[src/rtl/sprite_compositor.sv]
// Purpose : N-channel sprite compositor; per-pixel window hit test, ROM address
//           generation, priority mux over opaque sprites, per-frame collision flags.
// Latency : DrawX/DrawY -> Red/Green/Blue is ROM_LAT+1 cycles; one pixel per cycle.
// Backpressure: none; the pixel stream never stalls.
//
// Ports:
//   Clk, Reset           pixel clock, synchronous active-high reset
//   blank, frame_start   1 = active display; one-cycle pulse in vertical blanking
//   DrawX, DrawY         current pixel coordinate
//   spr_en/x/y/w/h       sprite attributes, flattened, sprite i at [i*COORD_W +: COORD_W]
//   bg_R/G/B             background color, same timing as DrawX
//   rom_addr, rom_data   per-channel ROM read port, data ROM_LAT cycles after address
//   Red/Green/Blue       registered output color
//   collide              per-sprite collision flags for the previous frame
//
// Optional feature: define SPRITE_TRANSPARENCY_EN to treat KEY-colored ROM pixels as
// transparent (they fall through and never count toward collisions).

module sprite_compositor #(
    parameter int          NUM_SPRITES = 4,
    parameter int          COORD_W     = 10,
    parameter int          ADDR_W      = 19,
    parameter int          ROM_LAT     = 1,
    parameter logic [23:0] KEY         = 24'hFF00FF
) (
    input  logic                           Clk,
    input  logic                           Reset,
    input  logic                           blank,
    input  logic                           frame_start,
    input  logic [COORD_W-1:0]             DrawX,
    input  logic [COORD_W-1:0]             DrawY,
    input  logic [NUM_SPRITES-1:0]         spr_en,
    input  logic [NUM_SPRITES*COORD_W-1:0] spr_x,
    input  logic [NUM_SPRITES*COORD_W-1:0] spr_y,
    input  logic [NUM_SPRITES*COORD_W-1:0] spr_w,
    input  logic [NUM_SPRITES*COORD_W-1:0] spr_h,
    input  logic [7:0]                     bg_R,
    input  logic [7:0]                     bg_G,
    input  logic [7:0]                     bg_B,
    output logic [NUM_SPRITES*ADDR_W-1:0]  rom_addr,
    input  logic [NUM_SPRITES*24-1:0]      rom_data,
    output logic [7:0]                     Red,
    output logic [7:0]                     Green,
    output logic [7:0]                     Blue,
    output logic [NUM_SPRITES-1:0]         collide
);

    // Shadow copies of the sprite attributes, loaded only on frame_start so a
    // sprite never moves partway through a frame.
    logic [NUM_SPRITES-1:0]         en_q;
    logic [NUM_SPRITES*COORD_W-1:0] x_q, y_q, w_q, h_q;

    always_ff @(posedge Clk) begin
        if (Reset) begin
            en_q <= '0;
            x_q  <= '0;
            y_q  <= '0;
            w_q  <= '0;
            h_q  <= '0;
        end else if (frame_start) begin
            en_q <= spr_en;
            x_q  <= spr_x;
            y_q  <= spr_y;
            w_q  <= spr_w;
            h_q  <= spr_h;
        end
    end

    // Per-channel hit test and address. Offsets are unsigned modulo 2^COORD_W,
    // so pixels left of / above a sprite wrap to large values and miss.
    logic [NUM_SPRITES-1:0] hit;

    genvar g;
    for (g = 0; g < NUM_SPRITES; g++) begin : g_ch
        logic [COORD_W-1:0] dx, dy, w, h;
        assign w  = w_q[g*COORD_W +: COORD_W];
        assign h  = h_q[g*COORD_W +: COORD_W];
        assign dx = DrawX - x_q[g*COORD_W +: COORD_W];
        assign dy = DrawY - y_q[g*COORD_W +: COORD_W];
        assign hit[g] = en_q[g] & (dx < w) & (dy < h);
        assign rom_addr[g*ADDR_W +: ADDR_W] = ADDR_W'(dx) + ADDR_W'(w) * ADDR_W'(dy);
    end

    // Delay line aligning hit/blank/background with the ROM data.
    logic [NUM_SPRITES-1:0] hit_dly_q   [ROM_LAT];
    logic                   blank_dly_q [ROM_LAT];
    logic [23:0]            bg_dly_q    [ROM_LAT];

    always_ff @(posedge Clk) begin
        if (Reset) begin
            for (int s = 0; s < ROM_LAT; s++) begin
                hit_dly_q[s]   <= '0;
                blank_dly_q[s] <= 1'b0;
                bg_dly_q[s]    <= '0;
            end
        end else begin
            hit_dly_q[0]   <= hit;
            blank_dly_q[0] <= blank;
            bg_dly_q[0]    <= {bg_R, bg_G, bg_B};
            for (int s = 1; s < ROM_LAT; s++) begin
                hit_dly_q[s]   <= hit_dly_q[s-1];
                blank_dly_q[s] <= blank_dly_q[s-1];
                bg_dly_q[s]    <= bg_dly_q[s-1];
            end
        end
    end

    logic [NUM_SPRITES-1:0] hit_al;
    logic                   blank_al;
    logic [23:0]            bg_al;
    assign hit_al   = hit_dly_q[ROM_LAT-1];
    assign blank_al = blank_dly_q[ROM_LAT-1];
    assign bg_al    = bg_dly_q[ROM_LAT-1];

    logic [NUM_SPRITES-1:0] opaque;
`ifdef SPRITE_TRANSPARENCY_EN
    for (g = 0; g < NUM_SPRITES; g++) begin : g_opq
        assign opaque[g] = hit_al[g] & (rom_data[g*24 +: 24] != KEY);
    end
`else
    logic unused_key;
    assign unused_key = ^KEY;
    assign opaque     = hit_al;
`endif

    // Priority mux: scan from lowest priority upward so index 0 wins last.
    logic [23:0]            color_d, color_q;
    logic [NUM_SPRITES-1:0] acc_d, acc_q, collide_q;

    always_comb begin
        color_d = bg_al;
        for (int i = NUM_SPRITES - 1; i >= 0; i--) begin
            if (opaque[i]) color_d = rom_data[i*24 +: 24];
        end
        if (!blank_al) color_d = '0;

        acc_d = acc_q;
        for (int i = 0; i < NUM_SPRITES; i++) begin
            if (blank_al && opaque[i] && (|(opaque & ~(NUM_SPRITES'(1) << i))))
                acc_d[i] = 1'b1;
        end
    end

    always_ff @(posedge Clk) begin
        if (Reset) begin
            color_q   <= '0;
            acc_q     <= '0;
            collide_q <= '0;
        end else begin
            color_q <= color_d;
            if (frame_start) begin
                // Report includes this cycle's contribution, then start afresh.
                collide_q <= acc_d;
                acc_q     <= '0;
            end else begin
                acc_q <= acc_d;
            end
        end
    end

    assign Red     = color_q[23:16];
    assign Green   = color_q[15:8];
    assign Blue    = color_q[7:0];
    assign collide = collide_q;

endmodule

[config.mk]
export PLATFORM = sky130hd
export DESIGN_NAME = sprite_compositor
export DESIGN_NICKNAME = d
export VERILOG_FILES = /design/src/rtl/sprite_compositor.sv
export SDC_FILE = /design/constraint.sdc
export NUM_CORES = 1
export LEC_CHECK = 0
export CAP_MARGIN = 15
export CORE_MARGIN = 2
export CORE_UTILIZATION = 40
export DETAILED_ROUTE_END_ITERATION = 8
export SETUP_SLACK_MARGIN = 0.3
export SYNTH_ARGS = -nofsm -noshare
export SYNTH_HDL_FRONTEND = slang
export SYNTH_SLANG_ARGS = --single-unit
[constraint.sdc]
create_clock -name Clk -period 11.5 [get_ports Clk]
set_input_delay 2.3 -clock Clk [delete_from_list [all_inputs] [get_ports Clk]]
set_output_delay 2.3 -clock Clk [all_outputs]
set_load 0.02 [all_outputs]
Word level (Yosys, flattened, before mapping)
Memories as Yosys holds them, arrays and structs flattened.
Index checks and enable logic that the tools add are counted.
{"block": "totals", "regBits": 196, "mem_bits_rw": 29, "inputBits": 308, "out_inout_bits": 104, "elab_cells": 78, "memories": 3}
{"name": "bg_dly_q", "words": 1, "word_bits": 24, "rd": 1, "rd_ports_with_merged_regs": 0, "wr": 1, "line_no": "87", "source": "logic [23:0] bg_dly_q [ROM_LAT];"}
{"name": "hit_dly_q", "words": 1, "word_bits": 4, "rd": 1, "rd_ports_with_merged_regs": 0, "wr": 1, "line_no": "85", "source": "logic [NUM_SPRITES-1:0] hit_dly_q [ROM_LAT];"}
{"name": "blank_dly_q", "words": 1, "word_bits": 1, "rd": 1, "rd_ports_with_merged_regs": 0, "wr": 1, "line_no": "86", "source": "logic blank_dly_q [ROM_LAT];"}
{"block": "classes", "addsub": 12, "mul": 4, "n_lt_le_gt_ge": 8, "muxes": 17, "bitwise_logic": 9, "reduce_logical": 17}
{"cell": "24-bit 2-to-1 mux", "n": 5}
{"cell": "10-bit less-than comparator", "n": 8}
{"cell": "10-bit subtractor", "n": 8}
{"cell": "10-bit by 19-bit adder with 19-bit output", "n": 4}
{"cell": "10-bit by 10-bit multiplier with 19-bit output", "n": 4}
{"cell": "24-bit OR reduction", "n": 1}
{"cell": "3-bit OR reduction", "n": 4}
{"cell": "1-bit 2-to-1 mux", "n": 11}
{"cell": "1-bit bitwise AND", "n": 8}
{"cell": "1-bit logical AND", "n": 8}
{"cell": "4-bit 2-to-1 mux", "n": 1}
{"cell": "2-bit OR reduction", "n": 2}
{"cell": "4-bit OR reduction", "n": 1}
{"cell": "1-bit NOT", "n": 1}
{"cell": "1-bit OR reduction", "n": 1}

Longest topological paths before layout
Gate-level depths: netlist of run 1.
{"block": "depth", "depth_word": 5, "mapped_depth": 29, "ltp_nobuf": 28}

Worst setup path after synthesis of run 1
No wires, ideal clock.
{"block": "synth_timing", "path_type": "input to output", "startpoint": "input port DrawY[0]", "endpoint": "output port rom_addr[74]", "arrival_time_ps": 8494, "required_ps": 9200, "slack_ps": 706, "cell_stages": 27, "path_buffers": 1, "path_cell_list": "inv_1 > ha_1 > fa_1 > nor2b_1 > o21ai_1 > a21boi_1 > o21ai_1 > a21oi_1 > nor3_1 > clkbuf_1 > or3_1 > fa_1 > fa_1 > inv_1 > fa_1 > fa_1 > inv_1 > fa_1 > inv_1 > ha_1 > and2_1 > a22o_1 > a311oi_1 > or3_1 > o21ai_1 > or4b_1 > o211ai_1"}
{"block": "synth_via", "elab_chain_cells": 3}
{"element": "start, declared", "line_no": "31", "source": "input logic [COORD_W-1:0] DrawY,"}
{"element": "10-bit subtractor", "line_no": "79", "source": "assign dy = DrawY - y_q[g*COORD_W +: COORD_W];"}
{"element": "10-bit by 10-bit multiplier with 19-bit output", "line_no": "81", "source": "assign rom_addr[g*ADDR_W +: ADDR_W] = ADDR_W'(dx) + ADDR_W'(w) * ADDR_W'(dy);"}
{"element": "10-bit by 19-bit adder with 19-bit output", "line_no": "81"}
{"element": "end, declared", "line_no": "40", "source": "output logic [NUM_SPRITES*ADDR_W-1:0] rom_addr,"}
No other way between the ends.

Worst setup path after layout of run 1
{"block": "layout_timing", "startpoint": "input port DrawY[1]", "endpoint": "output port rom_addr[37]"}
The elaborated chain is that of the path after synthesis.

==> flow_summary.yaml, run 1 <==
timing:
  slew_violations: 0
  rsz0062_at_grt: "yes"
  min_period_ns: 11.13
  fin_skew_ns: 0.0225
  setup_ws_ns: 0.369
  timing.fmax_mhz: 89.8
  setup_violations: 0
  hold_viol: 0
  tightest_slew_ns: 0.988
  slew_headroom: 0.341
  period_share: 0.968
  finalSetupTns_ns: 0
critical_path:
  max_stage_delay_ns: 0.58
  criticalPathCategory: "in -> out"
  rrSetupSlack_ns: 7.90
  critPathSlowestCell: "or4_4"
  reg2reg_to: "hit_dly_q[0][2]"
  start_kind: "input port"
  worstRegToRegCells: 12
  critPathBufInv: 7
  cp.required_ns: 9.20
  crit_path_frequent_cell: "fa_1"
  cp_max_fo: 3
  critPathTopFamily: "adder cells"
  crit_path_end_kind: "primary output"
  rr_startpoint: "y_q[20]"
  crit_arrival_ns: 8.83
synth:
  synthDistinctLibCells: 71
  avgSynthCellArea_um2: 8.56
  synthFlopType: "dfxtp_1"
  yosys.area_share.xor_xnor: 0.0411
  synthArstFlopShare: 0
  yosys.area.top_type: "fa_1"
  synth_compound_area_frac: 0.0960
  synth_area_leaders: "fa_1 21%, ha_1 17%, dfxtp_1 16%, inv_1 7.9%, mux2i_1 6.3%"
  synth_top_family_by_area: "adder cells"
  syn_nets: 4171
  ys_seq_area_frac: 0.164
  synth-adder-area-share: 0.379
  syn_area_mm2: 0.0275
  ys_warn_count: 0
  synth_mux_area_frac: 0.0712
  synthSimpleGateAreaFrac: 0.150
  synth-seq-cells: 225
  synth_edf_count: 0
  synth_cells: 3207
  synth_top_cell_area_share: 0.213
finish:
  final_cell_mix: "573 x inv_1, 373 x clkdlybuf4s50_1, 347 x ha_1, 314 x nor2_1, 287 x fa_1"
  final_core_util: 0.521
  drive_above_1_share: 0.118
  syn_to_final_growth_pct: 29.5
  layout_commonest_cell: "inv_1"
  nets: 4721
  fillers: 6403
clocking:
  cts_sinks: 225
  cts_buffers: 29
  tritoncts: "yes"
  cts_root_buf: "clkbuf_16"
  htree_levels: 1
  cts.clk_slew.worst_paths_ns: 0.06
  clkLatencyLatePin_ns: 0.60
  clock_path_buffers: 3
placement:
  place_ws_ns: -0.500
  hpwl_mm: 68.3
  portBuffers: 411
  gp_congestion: 0.908
worst_hold_path:
  min_from: "collide[3]"
  min_path_type: "reg -> reg"
  hold_depth: 2
  min_to: "collide[3]"
global_route:
  grt_pass1_wl_mm: 130
  antenna_found_initial: 8
  first_global_vias: 23300
  grt_max_degree: 149
  grt.overflow.total: 0
  grt_use_total: 0.237
floorplanning:
  dieWidth_um: 266
  die_y_um: 266
  num_io_pins: 412
  start_util: 0.403
  die_area_mm2: 0.0708
  core_mm2: 0.0682
  rows: 96
route:
  drt-total-wl_mm: 84.1
  via_per_inst: 4.95
  drtIter0Drc: 975
  via_count: 23100
  wl_per_cell_um: 18.0
  ant_nets: 0
  firstDrtPassIters: 6
  drc_errors: 0
power:
  vdd.ir_drop.worst_mv: 0.199
  p_leak_nw: 17.0
  power_density_mw_per_mm2: 175
run_status:
  status: "finished, final reports clean"
run:
  cap_viol_max_count: 0
## repair_timing
| action | in CTS | in global routing |
|---|---|---|
| cloned | 0 | 0 |
| endpoints found under the setup margin | 38 | 37 |
| setup buffers | 3 | 17 |
| pin swaps | 26 | 66 |
| hold buffers | 0 | 0 |
| resized for setup | 106 | 112 |
## cell usage after synthesis (6+ instances only)
master	count
inv_1	579
ha_1	364
nor2_1	315
fa_1	292
nand2_1	253
dfxtp_1	225
mux2i_1	174
and2_1	112
clkbuf_1	109
a21oi_1	90
xnor2_1	87
nor2b_1	61
o21ai_0	57
nor3_1	55
o21a_1	48
xor2_1	34
a21o_1	32
buf_1	29
nand2b_1	22
or3_1	22
a221oi_1	19
a22oi_1	19
mux2_2	19
nand3_1	18
o21ai_1	18
a21boi_0	15
a211oi_1	14
a31oi_1	13
and3_1	11
o31a_1	9
a21boi_1	7
o211ai_1	7
a2111oi_0	6
## worst reg2reg max path, stage by stage (launching register included)
cell and delay [ns]:
dfxtp_1 0.32, ha_1 0.20, fa_1 0.55, clkinv_1 0.28
buf_4 0.26, ha_1 0.27, a21boi_0 0.12, o21a_1 0.19
o2111ai_1 0.25, a21boi_0 0.26, o21ai_0 0.23, a21oi_1 0.10
a21oi_1 0.42
## layer usage
metal	track usage	part of all wire	vias to the layer above
met5	0	0.00045	-
met4	0.0629	0.025	6
met3	0.0452	0.069	93
met2	0.409	0.48	627
met1	0.302	0.43	11000
li1	-	-	11400
## worst max-delay path by stage
stage              from            to  slack [ns]  depth (start not counted)
3_3_place_gp   DrawY[0]  rom_addr[74]       -0.51                         28
6_report       DrawY[1]  rom_addr[37]        0.37                         26
5_1_grt        DrawY[4]  rom_addr[37]         0.1                         26
4_1_cts        DrawY[2]  rom_addr[37]        0.22                         26
3_5_place_dp   DrawY[0]  rom_addr[37]       -0.50                         27
2_1_floorplan  DrawY[0]  rom_addr[74]        0.71                         27
## power by group
| group | internal, mW | leakage [nW] | switching [mW] | total [mW] |
|---|---|---|---|---|
| sequential | 0.822 | 1.86 | 0.0495 | 0.872 |
| combinational | 2.14 | 14.7 | 2.29 | 4.43 |
| clock | 0.536 | 0.466 | 0.399 | 0.935 |
| total | 3.50 | 17.0 | 2.74 | 6.24 |
## state kept, by name, indices dropped and copies added, names as in the netlist
| name | flops |
|---|---|
| en_q | 4 |
| color_q | 24 |
| x_q | 40 |
| y_q | 40 |
| hit_dly_q | 4 |
| collide | 4 |
| h_q | 40 |
| bg_dly_q | 24 |
| w_q | 40 |
| acc_q | 4 |
| blank_dly_q | 1 |
## stage by stage
stage                     instance area [um^2]  total power, mW  hold slack, ns  std cells
final                                    35600             6.24           0.485       4666
after CTS                                35000             6.23           0.487       4644
after floorplan                          27500             3.40           0.452       3207
after global routing                     35600             6.79           0.519       4662
after global placement                   33900             5.27           0.470       4588
after detailed placement                 33900             5.28           0.479       4588
## area by class of cell
class	count	area (um^2)	area share
inverter	585	2210	0.0620
multi-input combinational	2259	20800	0.584
clock inverter	19	168	0.00471
antenna	5	12.5	0.000352
tap	882	1100	0.0310
sequential	225	4510	0.127
timing repair buffer	657	6020	0.169
clock buffer	34	795	0.0223
## cells by family after synthesis
| group | count (synthesis) |
|---|---|
| mux | 193 |
| flops | 225 |
| simple gates | 894 |
| buf+inv | 723 |
| fa+ha+maj | 656 |
| xor+xnor | 124 |
| compound gates | 392 |
(Power assumes the default switching activity.)
==> run 2, diff against run 1 <==
--- a/config.mk
+++ b/config.mk
@@ -8,6 +8,7 @@
 export CAP_MARGIN = 15
 export CORE_MARGIN = 2
 export CORE_UTILIZATION = 40
+export CTS_CLUSTER_DIAMETER = 200
 export DETAILED_ROUTE_END_ITERATION = 8
 export SETUP_SLACK_MARGIN = 0.3
 export SYNTH_ARGS = -nofsm -noshare
==> results of run 2 <==
Same layout as run 1: the final DEF is identical, and so are final timing and power.
==> run 3, diff against run 2 <==
--- a/config.mk
+++ b/config.mk
@@ -6,7 +6,7 @@
 export NUM_CORES = 1
 export LEC_CHECK = 0
 export CAP_MARGIN = 15
-export CORE_MARGIN = 2
+export CORE_MARGIN = 4
 export CORE_UTILIZATION = 40
 export CTS_CLUSTER_DIAMETER = 200
 export DETAILED_ROUTE_END_ITERATION = 8
==> flow_summary.yaml, run 3 (synthesis results as in run 1) <==
power:
  finalPower_mw: 6.36
  p_leak_nw: 17.0
  power_density_mw_per_mm2: 179
  vdd.ir_drop.worst_mv: 0.344
placement:
  hpwl_mm: 69.2
  portBuffers: 411
  gp_congestion: 0.878
  place_area_mm2: 0.0340
  place_ws_ns: -0.556
  placedCellCount: 4585
global_route:
  grt_max_degree: 73
  grt.overflow.total: 0
  grt_pass1_wl_mm: 133
  antenna_found_initial: 4
  grt_use_total: 0.229
  first_global_vias: 23700
route:
  via_per_inst: 4.96
  drtIter0Drc: 996
  ant_nets: 0
  via_count: 23100
  firstDrtPassIters: 5
  drc_errors: 0
  drt-total-wl_mm: 84.1
  wl_per_cell_um: 18.1
floorplanning:
  rows: 95
  die_y_um: 270
  num_io_pins: 412
  die_area_mm2: 0.0729
  dieWidth_um: 270
  core_mm2: 0.0676
  start_util: 0.406
finish:
  fillers: 6401
  layout_commonest_cell: "inv_1"
  design_area_mm2: 0.0356
  multi_input_area_mm2: 0.0208
  syn_to_final_growth_pct: 29.6
  drive_above_1_share: 0.117
  fin_cells: 4656
  final_cell_mix: "572 x inv_1, 373 x clkdlybuf4s50_1, 350 x ha_1, 313 x nor2_1, 287 x fa_1"
  nets: 4724
  regArea_mm2: 0.00451
  final_core_util: 0.526
timing:
  setup_violations: 0
  timing.fmax_mhz: 90.5
  slew_headroom: 0.355
  tightest_slew_ns: 0.968
  fin_skew_ns: 0.0160
  min_period_ns: 11.04
  setup_ws_ns: 0.455
  slew_violations: 0
  fin_hold_ws_ns: 0.488
  finalSetupTns_ns: 0
  rsz0062_at_grt: "yes"
  period_share: 0.960
  hold_viol: 0
clocking:
  cts.clk_slew.worst_paths_ns: 0.06
  cts_sinks: 225
  tritoncts: "yes"
  cts_buffers: 29
  clkLatencyLatePin_ns: 0.57
  htree_levels: 1
  ctsHoldBuffers: 0
  clock_path_buffers: 3
  cts_root_buf: "clkbuf_16"
critical_path:
  crit_path_frequent_cell: "fa_1"
  critPathSlowestCell: "fa_1"
  cp_cell_sequence: "clkdlybuf4s50_1, buf_4, ha_1, buf_4, a211oi_2, a211oi_2, a211o_1, and2_4, fa_1, fa_1, fa_1, fa_1, inv_2, fa_1, inv_2, ha_4, and2_4, a22o_1, a311oi_2, or3_4, o21ai_2, or4b_1, o211ai_1, buf_4"
  cp_max_fo: 5
  critPathTopFamily: "adder cells"
  crit_path_end_kind: "primary output"
  max_stage_delay_ns: 0.54
  cp.required_ns: 9.20
  rrSetupSlack_ns: 7.84
  critPathBufInv: 6
  start_kind: "input port"
  criticalPathCategory: "in -> out"
  crit_arrival_ns: 8.74
worst_hold_path:
  min_path_type: "reg -> reg"
run_status:
  status: "finished, final reports clean"
run:
  cap_viol_max_count: 0
==> run 3: cell count changes in the layout (fill, tap and decap cells not counted), sizes merged <==
cell,delta
buf,+1
bufinv,+2
clkbuf,+8
clkdlybuf4s15,+4
clkinv,-6
clkinvlp,-5
diode,-4
dlymetal6s2s,-2
inv,+1
==> run 3: worst register-to-register path, stage by stage, from the launching register on <==
cell,delay [ns]
dfxtp_1,0.48
inv_1,0.12
ha_4,0.22
nor2b_4,0.12
o31a_1,0.32
o211ai_1,0.23
a21boi_2,0.10
a211o_1,0.36
buf_4,0.16
buf_4,0.16
ha_1,0.17
or4b_2,0.62
nor3_1,0.17
a21oi_1,0.13
a21oi_1,0.21
==> run 3: path summary, 6_finish.rpt <==
kind / startpoint / to / cells past startpoint
worst max-delay path: DrawY[8] / rom_addr[74] / 24
worst min-delay path: collide[0] / collide[0] / 2
worst max register to register: y_q[31] / hit_dly_q[0][3] / 14
worst min register to register: collide[0] / collide[0] / 2
==> run 3: power breakdown <==
| group | internal [mW] | leakage [nW] | switching (mW) |
|---|---|---|---|
| logic | 2.19 | 14.6 | 2.33 |
| clock network | 0.586 | 0.484 | 0.375 |
| registers | 0.822 | 1.86 | 0.0504 |
| total | 3.60 | 17.0 | 2.76 |
==> run 3: metal layers <==
metal	global-route usage	share of wire	vias to the layer above	wire [um]
li1	-	-	11400	-
met1	0.300	0.44	11000	36900
met2	0.390	0.47	627	39600
met3	0.0467	0.064	92	5390
met4	0.0527	0.026	6	2210
met5	0	0.00045	-	38
==> run 3: final cells by class <==
| type | instances | share of cell area |
|---|---|---|
| inverter | 585 | 0.0619 |
| clock buffer | 42 | 0.0232 |
| clock inverter | 11 | 0.00496 |
| tap | 873 | 0.0307 |
| sequential | 225 | 0.127 |
| multi-input combinational | 2259 | 0.583 |
| timing repair buffer | 660 | 0.170 |
| antenna | 1 | 0.0000703 |
==> run 3: timing repair <==
item / 4_1_cts / 5_1_grt
buffers inserted: 8 / 9
setup endpoints to repair: 36 / 35
resized for setup: 117 / 100
pin swaps: 33 / 52
